==> src/rtl/tisc_pkg.sv <==
// Shared definitions for the TISC control path: opcodes, FSM states,
// instruction field positions and small decode helpers.
package tisc_pkg;

  localparam int INSTR_W = 16;
  localparam int REG_AW  = 3;

  localparam int OP_MSB  = 15;
  localparam int OP_LSB  = 12;
  localparam int RD_MSB  = 11;
  localparam int RD_LSB  = 9;
  localparam int RS1_MSB = 8;
  localparam int RS1_LSB = 6;
  localparam int RS2_MSB = 5;
  localparam int RS2_LSB = 3;
  localparam int IMM_MSB = 7;
  localparam int IMM_LSB = 0;

  localparam logic [3:0] OP_NOP  = 4'h0;
  localparam logic [3:0] OP_ADD  = 4'h1;
  localparam logic [3:0] OP_SUB  = 4'h2;
  localparam logic [3:0] OP_AND  = 4'h3;
  localparam logic [3:0] OP_OR   = 4'h4;
  localparam logic [3:0] OP_XOR  = 4'h5;
  localparam logic [3:0] OP_LDI  = 4'h6;
  localparam logic [3:0] OP_ADDI = 4'h7;
  localparam logic [3:0] OP_BEQZ = 4'h8;
  localparam logic [3:0] OP_JMP  = 4'h9;
  localparam logic [3:0] OP_HALT = 4'hF;

  typedef enum logic [2:0] {
    ST_FETCH,
    ST_DECODE,
    ST_EXECUTE,
    ST_WRITEBACK,
    ST_HALT
  } state_t;

  function automatic logic op_writes(input logic [3:0] op);
    return (op >= OP_ADD) && (op <= OP_ADDI);
  endfunction

  function automatic logic op_illegal(input logic [3:0] op);
    return (op >= 4'hA) && (op <= 4'hE);
  endfunction

endpackage

==> src/rtl/tisc_control_unit_if.sv <==
// Instruction fetch handshake plus register file read/write ports of the TISC core.
interface tisc_control_unit_if #(
  parameter int DATA_W = 8,
  parameter int PC_W   = 8
) ();
  import tisc_pkg::*;

  logic                 imem_req;
  logic [PC_W-1:0]      imem_addr;
  logic [INSTR_W-1:0]   imem_data;
  logic                 imem_valid;
  logic [REG_AW-1:0]    reg_raddr1;
  logic [REG_AW-1:0]    reg_raddr2;
  logic [DATA_W-1:0]    reg_rdata1;
  logic [DATA_W-1:0]    reg_rdata2;
  logic                 reg_we;
  logic [REG_AW-1:0]    reg_waddr;
  logic [DATA_W-1:0]    reg_wdata;

  modport master (
    output imem_req, imem_addr, reg_raddr1, reg_raddr2, reg_we, reg_waddr, reg_wdata,
    input  imem_data, imem_valid, reg_rdata1, reg_rdata2
  );

  modport slave (
    input  imem_req, imem_addr, reg_raddr1, reg_raddr2, reg_we, reg_waddr, reg_wdata,
    output imem_data, imem_valid, reg_rdata1, reg_rdata2
  );
endinterface

==> src/rtl/tisc_alu.sv <==
// Combinational ALU; results wrap modulo 2^DATA_W, non-writing ops yield 0.
module tisc_alu
  import tisc_pkg::*;
#(
  parameter int DATA_W = 8
) (
  input  logic [3:0]        op,
  input  logic [DATA_W-1:0] a,
  input  logic [DATA_W-1:0] b,
  input  logic [7:0]        imm8,
  output logic [DATA_W-1:0] result
);
  logic [DATA_W-1:0] imm_ext;

  assign imm_ext = DATA_W'(imm8);

  always_comb begin
    result = '0;
    case (op)
      OP_ADD:  result = a + b;
      OP_SUB:  result = a - b;
      OP_AND:  result = a & b;
      OP_OR:   result = a | b;
      OP_XOR:  result = a ^ b;
      OP_LDI:  result = imm_ext;
      OP_ADDI: result = a + imm_ext;
      default: result = '0;
    endcase
  end
endmodule

==> src/rtl/tisc_control_unit.sv <==
// Multi-cycle fetch/decode/execute/writeback controller owning PC, IR and halt state.
module tisc_control_unit
  import tisc_pkg::*;
#(
  parameter int DATA_W   = 8,
  parameter int PC_W     = 8,
  parameter int RESET_PC = 0
) (
  input  logic                clk,
  input  logic                rst,
  tisc_control_unit_if.master bus,
  output logic                halted,
  output logic                illegal,
  output logic                instr_done
);
  state_t              state_reg;
  logic [INSTR_W-1:0]  ir_reg;
  logic [PC_W-1:0]     pc_reg;
  logic [PC_W-1:0]     next_pc_reg;
  logic [DATA_W-1:0]   result_reg;
  logic [REG_AW-1:0]   waddr_reg;
  logic                we_reg;
  logic                halted_reg;
  logic                illegal_reg;
  logic                done_reg;

  logic [3:0]          op;
  logic [REG_AW-1:0]   rd;
  logic [REG_AW-1:0]   rs1;
  logic [REG_AW-1:0]   rs2;
  logic [7:0]          imm8;
  logic [REG_AW-1:0]   raddr1;
  logic [DATA_W-1:0]   alu_result;
  logic                branch_taken;

  assign op   = ir_reg[OP_MSB:OP_LSB];
  assign rd   = ir_reg[RD_MSB:RD_LSB];
  assign rs1  = ir_reg[RS1_MSB:RS1_LSB];
  assign rs2  = ir_reg[RS2_MSB:RS2_LSB];
  assign imm8 = ir_reg[IMM_MSB:IMM_LSB];

  // ADDI and BEQZ read their destination register through port 1
  always_comb begin
    raddr1 = '0;
    case (op)
      OP_ADD, OP_SUB, OP_AND, OP_OR, OP_XOR: raddr1 = rs1;
      OP_ADDI, OP_BEQZ:                       raddr1 = rd;
      default:                                raddr1 = '0;
    endcase
  end

  tisc_alu #(.DATA_W(DATA_W)) u_alu (
    .op     (op),
    .a      (bus.reg_rdata1),
    .b      (bus.reg_rdata2),
    .imm8   (imm8),
    .result (alu_result)
  );

  assign branch_taken = (op == OP_JMP) || ((op == OP_BEQZ) && (bus.reg_rdata1 == '0));

  assign bus.imem_req   = (state_reg == ST_FETCH);
  assign bus.imem_addr  = pc_reg;
  assign bus.reg_raddr1 = raddr1;
  assign bus.reg_raddr2 = rs2;
  assign bus.reg_we     = we_reg;
  assign bus.reg_waddr  = waddr_reg;
  assign bus.reg_wdata  = result_reg;
  assign halted         = halted_reg;
  assign illegal        = illegal_reg;
  assign instr_done     = done_reg;

  always_ff @(posedge clk) begin
    if (rst) begin
      state_reg   <= ST_FETCH;
      pc_reg      <= PC_W'(RESET_PC);
      next_pc_reg <= PC_W'(RESET_PC);
      ir_reg      <= '0;
      result_reg  <= '0;
      waddr_reg   <= '0;
      we_reg      <= 1'b0;
      halted_reg  <= 1'b0;
      illegal_reg <= 1'b0;
      done_reg    <= 1'b0;
    end else begin
      illegal_reg <= 1'b0;
      done_reg    <= 1'b0;
      we_reg      <= 1'b0;
      case (state_reg)
        ST_FETCH: begin
          if (bus.imem_valid) begin
            ir_reg      <= bus.imem_data;
            illegal_reg <= op_illegal(bus.imem_data[OP_MSB:OP_LSB]);
            state_reg   <= ST_DECODE;
          end
        end
        ST_DECODE: begin
          if (op == OP_HALT) begin
            halted_reg <= 1'b1;
            done_reg   <= 1'b1;
            state_reg  <= ST_HALT;
          end else begin
            state_reg <= ST_EXECUTE;
          end
        end
        ST_EXECUTE: begin
          // write strobe and retire pulse are staged so they land in WRITEBACK
          next_pc_reg <= branch_taken ? PC_W'(imm8) : pc_reg + PC_W'(1);
          result_reg  <= alu_result;
          waddr_reg   <= rd;
          we_reg      <= op_writes(op);
          done_reg    <= 1'b1;
          state_reg   <= ST_WRITEBACK;
        end
        ST_WRITEBACK: begin
          pc_reg    <= next_pc_reg;
          state_reg <= ST_FETCH;
        end
        ST_HALT: begin
          state_reg <= ST_HALT;
        end
        default: state_reg <= ST_FETCH;
      endcase
    end
  end
endmodule
==> src/flat_wrapper.sv <==
// flat-port wrapper written by rule: the top's interface ports become plain ports
module tisc_control_unit_flat import tisc_pkg::*;
#(
  parameter int DATA_W   = 8,
  parameter int PC_W     = 8,
  parameter int RESET_PC = 0
)
  (clk, rst, halted, illegal, instr_done, bus_imem_req, bus_imem_addr, bus_reg_raddr1, bus_reg_raddr2, bus_reg_we, bus_reg_waddr, bus_reg_wdata, bus_imem_data, bus_imem_valid, bus_reg_rdata1, bus_reg_rdata2);
  tisc_control_unit_if #(.DATA_W(DATA_W), .PC_W(PC_W)) bus_i ();
  input  logic clk;
  input  logic rst;
  output logic halted;
  output logic illegal;
  output logic instr_done;
  output wire logic [$bits(bus_i.imem_req)-1:0] bus_imem_req;
  output wire logic [$bits(bus_i.imem_addr)-1:0] bus_imem_addr;
  output wire logic [$bits(bus_i.reg_raddr1)-1:0] bus_reg_raddr1;
  output wire logic [$bits(bus_i.reg_raddr2)-1:0] bus_reg_raddr2;
  output wire logic [$bits(bus_i.reg_we)-1:0] bus_reg_we;
  output wire logic [$bits(bus_i.reg_waddr)-1:0] bus_reg_waddr;
  output wire logic [$bits(bus_i.reg_wdata)-1:0] bus_reg_wdata;
  input wire logic [$bits(bus_i.imem_data)-1:0] bus_imem_data;
  input wire logic [$bits(bus_i.imem_valid)-1:0] bus_imem_valid;
  input wire logic [$bits(bus_i.reg_rdata1)-1:0] bus_reg_rdata1;
  input wire logic [$bits(bus_i.reg_rdata2)-1:0] bus_reg_rdata2;
  assign bus_imem_req = bus_i.imem_req;
  assign bus_imem_addr = bus_i.imem_addr;
  assign bus_reg_raddr1 = bus_i.reg_raddr1;
  assign bus_reg_raddr2 = bus_i.reg_raddr2;
  assign bus_reg_we = bus_i.reg_we;
  assign bus_reg_waddr = bus_i.reg_waddr;
  assign bus_reg_wdata = bus_i.reg_wdata;
  assign bus_i.imem_data = bus_imem_data;
  assign bus_i.imem_valid = bus_imem_valid;
  assign bus_i.reg_rdata1 = bus_reg_rdata1;
  assign bus_i.reg_rdata2 = bus_reg_rdata2;
  tisc_control_unit #(.DATA_W(DATA_W), .PC_W(PC_W), .RESET_PC(RESET_PC)) u_core (.clk(clk), .rst(rst), .bus(bus_i), .halted(halted), .illegal(illegal), .instr_done(instr_done));
endmodule
==> config.mk <==
export PLATFORM = sky130hd
export DESIGN_NAME = tisc_control_unit_flat
export DESIGN_NICKNAME = d
export VERILOG_FILES = /design/src/rtl/tisc_pkg.sv /design/src/rtl/tisc_control_unit_if.sv /design/src/rtl/tisc_alu.sv /design/src/rtl/tisc_control_unit.sv /design/src/flat_wrapper.sv
export SDC_FILE = /design/constraint.sdc
export NUM_CORES = 1
export LEC_CHECK = 0
export CAP_MARGIN = 20
export CORE_ASPECT_RATIO = 1.1
export CORE_MARGIN = 8
export CORE_UTILIZATION = 45
export DETAILED_ROUTE_END_ITERATION = 7
export PLACE_DENSITY = 0.71
export SETUP_SLACK_MARGIN = 0.15
export SYNTH_ARGS = -nofsm -noshare
export SYNTH_HDL_FRONTEND = slang
export SYNTH_SLANG_ARGS = --single-unit
==> constraint.sdc <==
create_clock -name clk -period 6.35 [get_ports clk]
set_input_delay 1.27 -clock clk [delete_from_list [all_inputs] [get_ports clk]]
set_output_delay 1.27 -clock clk [all_outputs]
set_load 0.05 [all_outputs]
# After elaboration in Yosys (flattened, before gate mapping)
# Index checks and enable logic that the tools add are counted.
[word_totals] register_bits=50 inputBits=35 wordCells=59
[op_classes] addsub=4 n_lt_le_gt_ge=4 n_eq_ne=15 n_mux=8 bitwise_logic=6 n_reduce_logical=12
[ops] operator="$pmux 8 s7" count=1
[ops] operator="$add 8x8->8" count=2
[ops] operator="$eq 4x3->1 const B" count=4
[ops] operator="$eq 4x4->1 const B" count=3
[ops] operator="$pmux 3 s4" count=1
[ops] operator="$add 8x1->8 const B" count=1
[ops] operator="$and 8x8->8" count=1
[ops] operator="$eq 4x2->1 const B" count=2
[ops] operator="$logic_not 8->1" count=1
[ops] operator="$mux 8" count=1
[ops] operator="$or 8x8->8" count=1
[ops] operator="$sub 8x8->8" count=1
[ops] operator="$xor 8x8->8" count=1
[ops] operator="$eq 3x2->1 const B" count=2
[ops] operator="$mux 3" count=2
[ops] operator="$pmux 3 s2" count=1
[ops] operator="$reduce_or 5->1" count=1
[ops] operator="$eq 4x1->1 const B" count=1
[ops] operator="$ge 4x1->1 const B" count=1
[ops] operator="$ge 4x4->1 const B" count=1
[ops] operator="$le 4x3->1 const B" count=1
[ops] operator="$le 4x4->1 const B" count=1
[ops] operator="$reduce_and 2->1" count=2
[ops] operator="$reduce_or 2->1" count=2
[ops] operator="10 further kinds" count=14

# Logic depth before layout (Yosys ltp)
[depth] ltp_word=4 depth_mapped=14 ltp_nobuf=13

# Modules after synthesis
# From an unflattened synthesis, not the netlist that was laid out.
[unflattened] cells_unflattened=453 hier_area_um2=3519.6
[by_module_without_submodules] mod="tisc_control_unit" n_inst=1 cells_each=266 area_per_inst_um2=2244.7 seq_area_each_um2=1001.0
[by_module_without_submodules] mod="tisc_alu" n_inst=1 cells_each=187 area_per_inst_um2=1275.0 seq_area_each_um2=0.0

# Worst setup path before layout
# Ideal clock, no wire load.
[synth_path] kind="input port to flip-flop" start="in bus_reg_rdata2[0]" end="reg u_core.result_reg[7] (netlist: u_core.bus.reg_wdata[7])" setup_ps=130 arrival_time_ps=3079 slack_ps=3141 stages=11 n_path_buf=0 path_cell_list="inv_1 ha_1 a22oi_1 o21ai_0 ha_1 a211oi_1 o21ai_0 a21o_1 a21oi_1 xor2_1 o22ai_1"
[synth_via] elab_chain_cells=2
[synth_lines] item="start: declaration" line="flat_wrapper.sv:25" source="input wire logic [$bits(bus_i.reg_rdata2)-1:0] bus_reg_rdata2;"
[synth_lines] item="$sub 8x8->8 / $add 8x8->8 (equally long branches)" line="tisc_alu.sv:21, tisc_alu.sv:20"
[synth_lines] item="$pmux 8 s7 (*)" line="tisc_alu.sv:19" source="case (op)"
[synth_lines] item="end signal: assignment" line="tisc_control_unit.sv:109" source="result_reg <= alu_result;"
[synth_lines] item="end: declaration" line="tisc_control_unit.sv:20" source="logic [DATA_W-1:0] result_reg;"
# Every way passes the cells marked *; elsewhere a longest branch is shown, timed or not.
# A chain may end at the register's enable or synchronous reset.

# Worst setup path in the final report
[layout_path] start="reg u_core.ir_reg[14]" end="out bus_reg_raddr1[0]"
[layout_via] elab_chain_cells=3
[layout_lines] item="start: declaration" line="tisc_control_unit.sv:17" source="logic [INSTR_W-1:0] ir_reg;"
[layout_lines] item="start signal: assignment" line="tisc_control_unit.sv:92" source="ir_reg <= bus.imem_data;"
[layout_lines] item="$eq 4x1->1 (tied with other cells)" line="tisc_control_unit.sv:45" source="case (op)"
[layout_lines] item="$reduce_or 5->1 / $reduce_or 2->1 (equally long branches)" line="tisc_control_unit.sv:45"
[layout_lines] item="$pmux 3 s2 (*)" line="tisc_control_unit.sv:45"
[layout_lines] item="end: declaration" line="flat_wrapper.sv:17" source="output wire logic [$bits(bus_i.reg_raddr1)-1:0] bus_reg_raddr1;"
# Marked as above.

==> results.json <==
{
  "synth_nets": 480,
  "ys_top_cells_by_area": "dfxtp_1 (31%), ha_1 (9.9%), nand2_1 (7.7%)",
  "area_growth_pct": 22.8,
  "cts_tree": "built",
  "outcome": "completed",
  "clk-insertion-delay-late_ns": 0.30,
  "tightest_slew_ns": 1.01,
  "io_buffers": 64,
  "worst-endpoint-arrival_ns": 2.93,
  "syn_inst": 418,
  "die_area_sq_um": 10300,
  "critPathKind": "register to primary output",
  "finalHoldViolCount": 0,
  "grt-ovfl-total": 0,
  "ys_seq_area_frac": 0.306,
  "vias": 3199,
  "htreeDepth": 2,
  "ir_drop_uv": 135,
  "yosys.area.top_type": "dfxtp_1",
  "async_flop_share": 0,
  "num_io_pins": 65,
  "drv_slew": 0,
  "p_leak_nw": 1.57,
  "post-route-drc-count": 0,
  "setup_violations": 0,
  "whs_path_depth": 2,
  "cts_setup_buffers": 0,
  "postSynthAreaPerCell_sq_um": 7.82,
  "start_kind": "register",
  "yosys_warnings": 0,
  "finalWorstSetupSlack_ns": 2.15,
  "final_nets": 528,
  "cap_violations": 0,
  "max_slew_margin": 0.319,
  "synth.distinct_cells": 51,
  "vias_per_cell": 5.80,
  "yosysTopAreaCellShare": 0.306,
  "dr.pass1.iters": 4,
  "largest_register_ffs": 16,
  "period_minus_slack_ns": 4.20,
  "wl_per_cell_um": 17.8,
  "grt_pass1_vias": 3148,
  "grt_pass1_wl_um": 15900,
  "synthFlopType": "dfxtp_1",
  "gp_congestion": 0.922,
  "holdCritPathClass": "register to register",
  "antenna_left": 0,
  "rsz0062_at_grt": "false",
  "n_antenna_cell": 0,
  "fmax_mhz": 238,
  "clockBufferDepth": 2,
  "r2r_cells": 12,
  "die_w_um": 97.3,
  "skew_ns": 0.00414,
  "die_y_um": 105,
  "crit_required_ns": 5.08,
  "cts_buffers": 5,
  "min_period_over_period": 0.662,
  "cts.sinks": 50,
  "cts-resized-gates": 0,
  "grtUsageTotal": 0.186,
  "antenna_found_initial": 0,
  "syn_area_sq_um": 3270,
  "critPathCaptureType": "primary output",
  "path_clk_slew_ns": 0.09,
  "dp_hpwl_um": 7400,
  "powerDensity_nw_per_um2": 183,
  "pre_cts_slack_ns": 2.33,
  "crit_fanout": 24,
  "setup_tns_ns": 0,
  "ctsRootBufferMaster": "clkbuf_8",
  "grt_max_degree": 50,
  "ctsHoldBuffers": 0,
  "core_sq_um": 7050,
  "first_iter_violations": 158,
  "row_count": 32,
  "p_total_w": 0.000734,
  "drive_gt1_frac": 0.0407,
  "wirelength_um": 9820,
  "start_util": 0.464,
  "fin_util": 0.570,
  "ys_ff_latch": 50,
  "synth_edf_count": 0
}
## placed cells by master, fill, tap and decap left out, drive strengths merged, types with 7 or more instances in the layout
cell           netlist  layout
nor2                28      28
inv                 20      20
nor2b               14      14
nand2               67      67
a21oi               40      40
o21ai               24      24
clkbuf              20       7
ha                  26      26
a22o                 9       9
nor3                13      13
dfxtp               50      50
mux2i               12      12
clkdlybuf4s50        0      64
## final cells by class
cell class	count	area [sq um]
clock inverter	1	5.00
timing repair buffer	68	671
inverter	20	75.1
sequential	50	1000
multi-input combinational	321	2070
fill	678	3030
tap	85	106
clock buffer	7	86.3
## per-stage QoR
step	area, sq um	std cells	hold slack [ns]
after floorplan	3270	418	0.431
after global placement	3930	544	0.439
after detailed placement	3930	544	0.447
after CTS	4020	552	0.459
after global routing	4020	552	0.468
final	4020	552	0.461
## synthesized netlist by cell type (3+ instances only)
cell type  instances
a211oi_1           3
a21o_1             3
a21oi_1           40
a221o_1            3
a22o_1             9
a22oi_1            6
buf_4              3
clkbuf_1          20
dfxtp_1           50
ha_1              26
inv_1             20
mux2_2             6
mux2i_1           12
nand2_1           67
nand2b_1           4
nand3_1            5
nand3b_1           5
nand4_1            3
nor2_1            28
nor2b_1           14
nor3_1            12
nor3b_1            4
nor4_1             5
o21ai_0           24
o221ai_1           3
o31ai_1            3
xnor2_1            6
xor2_1             6
## final timing paths
path,to,startpoint,slack [ns]
setup / recovery,bus_reg_raddr1[0],u_core.ir_reg[14],2.15
hold / removal,u_core.next_pc_reg[2],u_core.next_pc_reg[2],0.46
setup reg to reg,u_core.bus.reg_wdata[7],u_core.ir_reg[12],2.58
hold reg to reg,u_core.next_pc_reg[2],u_core.next_pc_reg[2],0.46
## metal layers
layer	up-vias	part of all wire	wire, um	global-route usage
met5	-	0	0	0
met1	1518	0.44	4290	0.224
met3	16	0.055	543	0.0261
li1	1560	-	-	-
met2	105	0.49	4790	0.327
met4	0	0.021	203	0.0715
## report_power, final
| part | leakage [nW] | internal [W] | switching, W |
|---|---|---|---|
| combinational | 1.12 | 0.0000821 | 0.000116 |
| sequential | 0.406 | 0.000326 | 0.0000206 |
| clock | 0.0482 | 0.0000880 | 0.000101 |
## critical path: stages, from the launching register on
cell and delay (ns):
dfxtp_1 0.92, nand4b_1 0.42, o31ai_1 0.26, a22o_1 0.21, clkdlybuf4s50_1 0.80
## logic make-up after synthesis
family	share of synthesized area
compound gates	0.205
xor+xnor	0.0321
fa+ha+maj	0.106
buf+inv	0.0604
flops	0.306
mux	0.0574
simple gates	0.233
No activity file was read; power rests on OpenSTA's default activity.
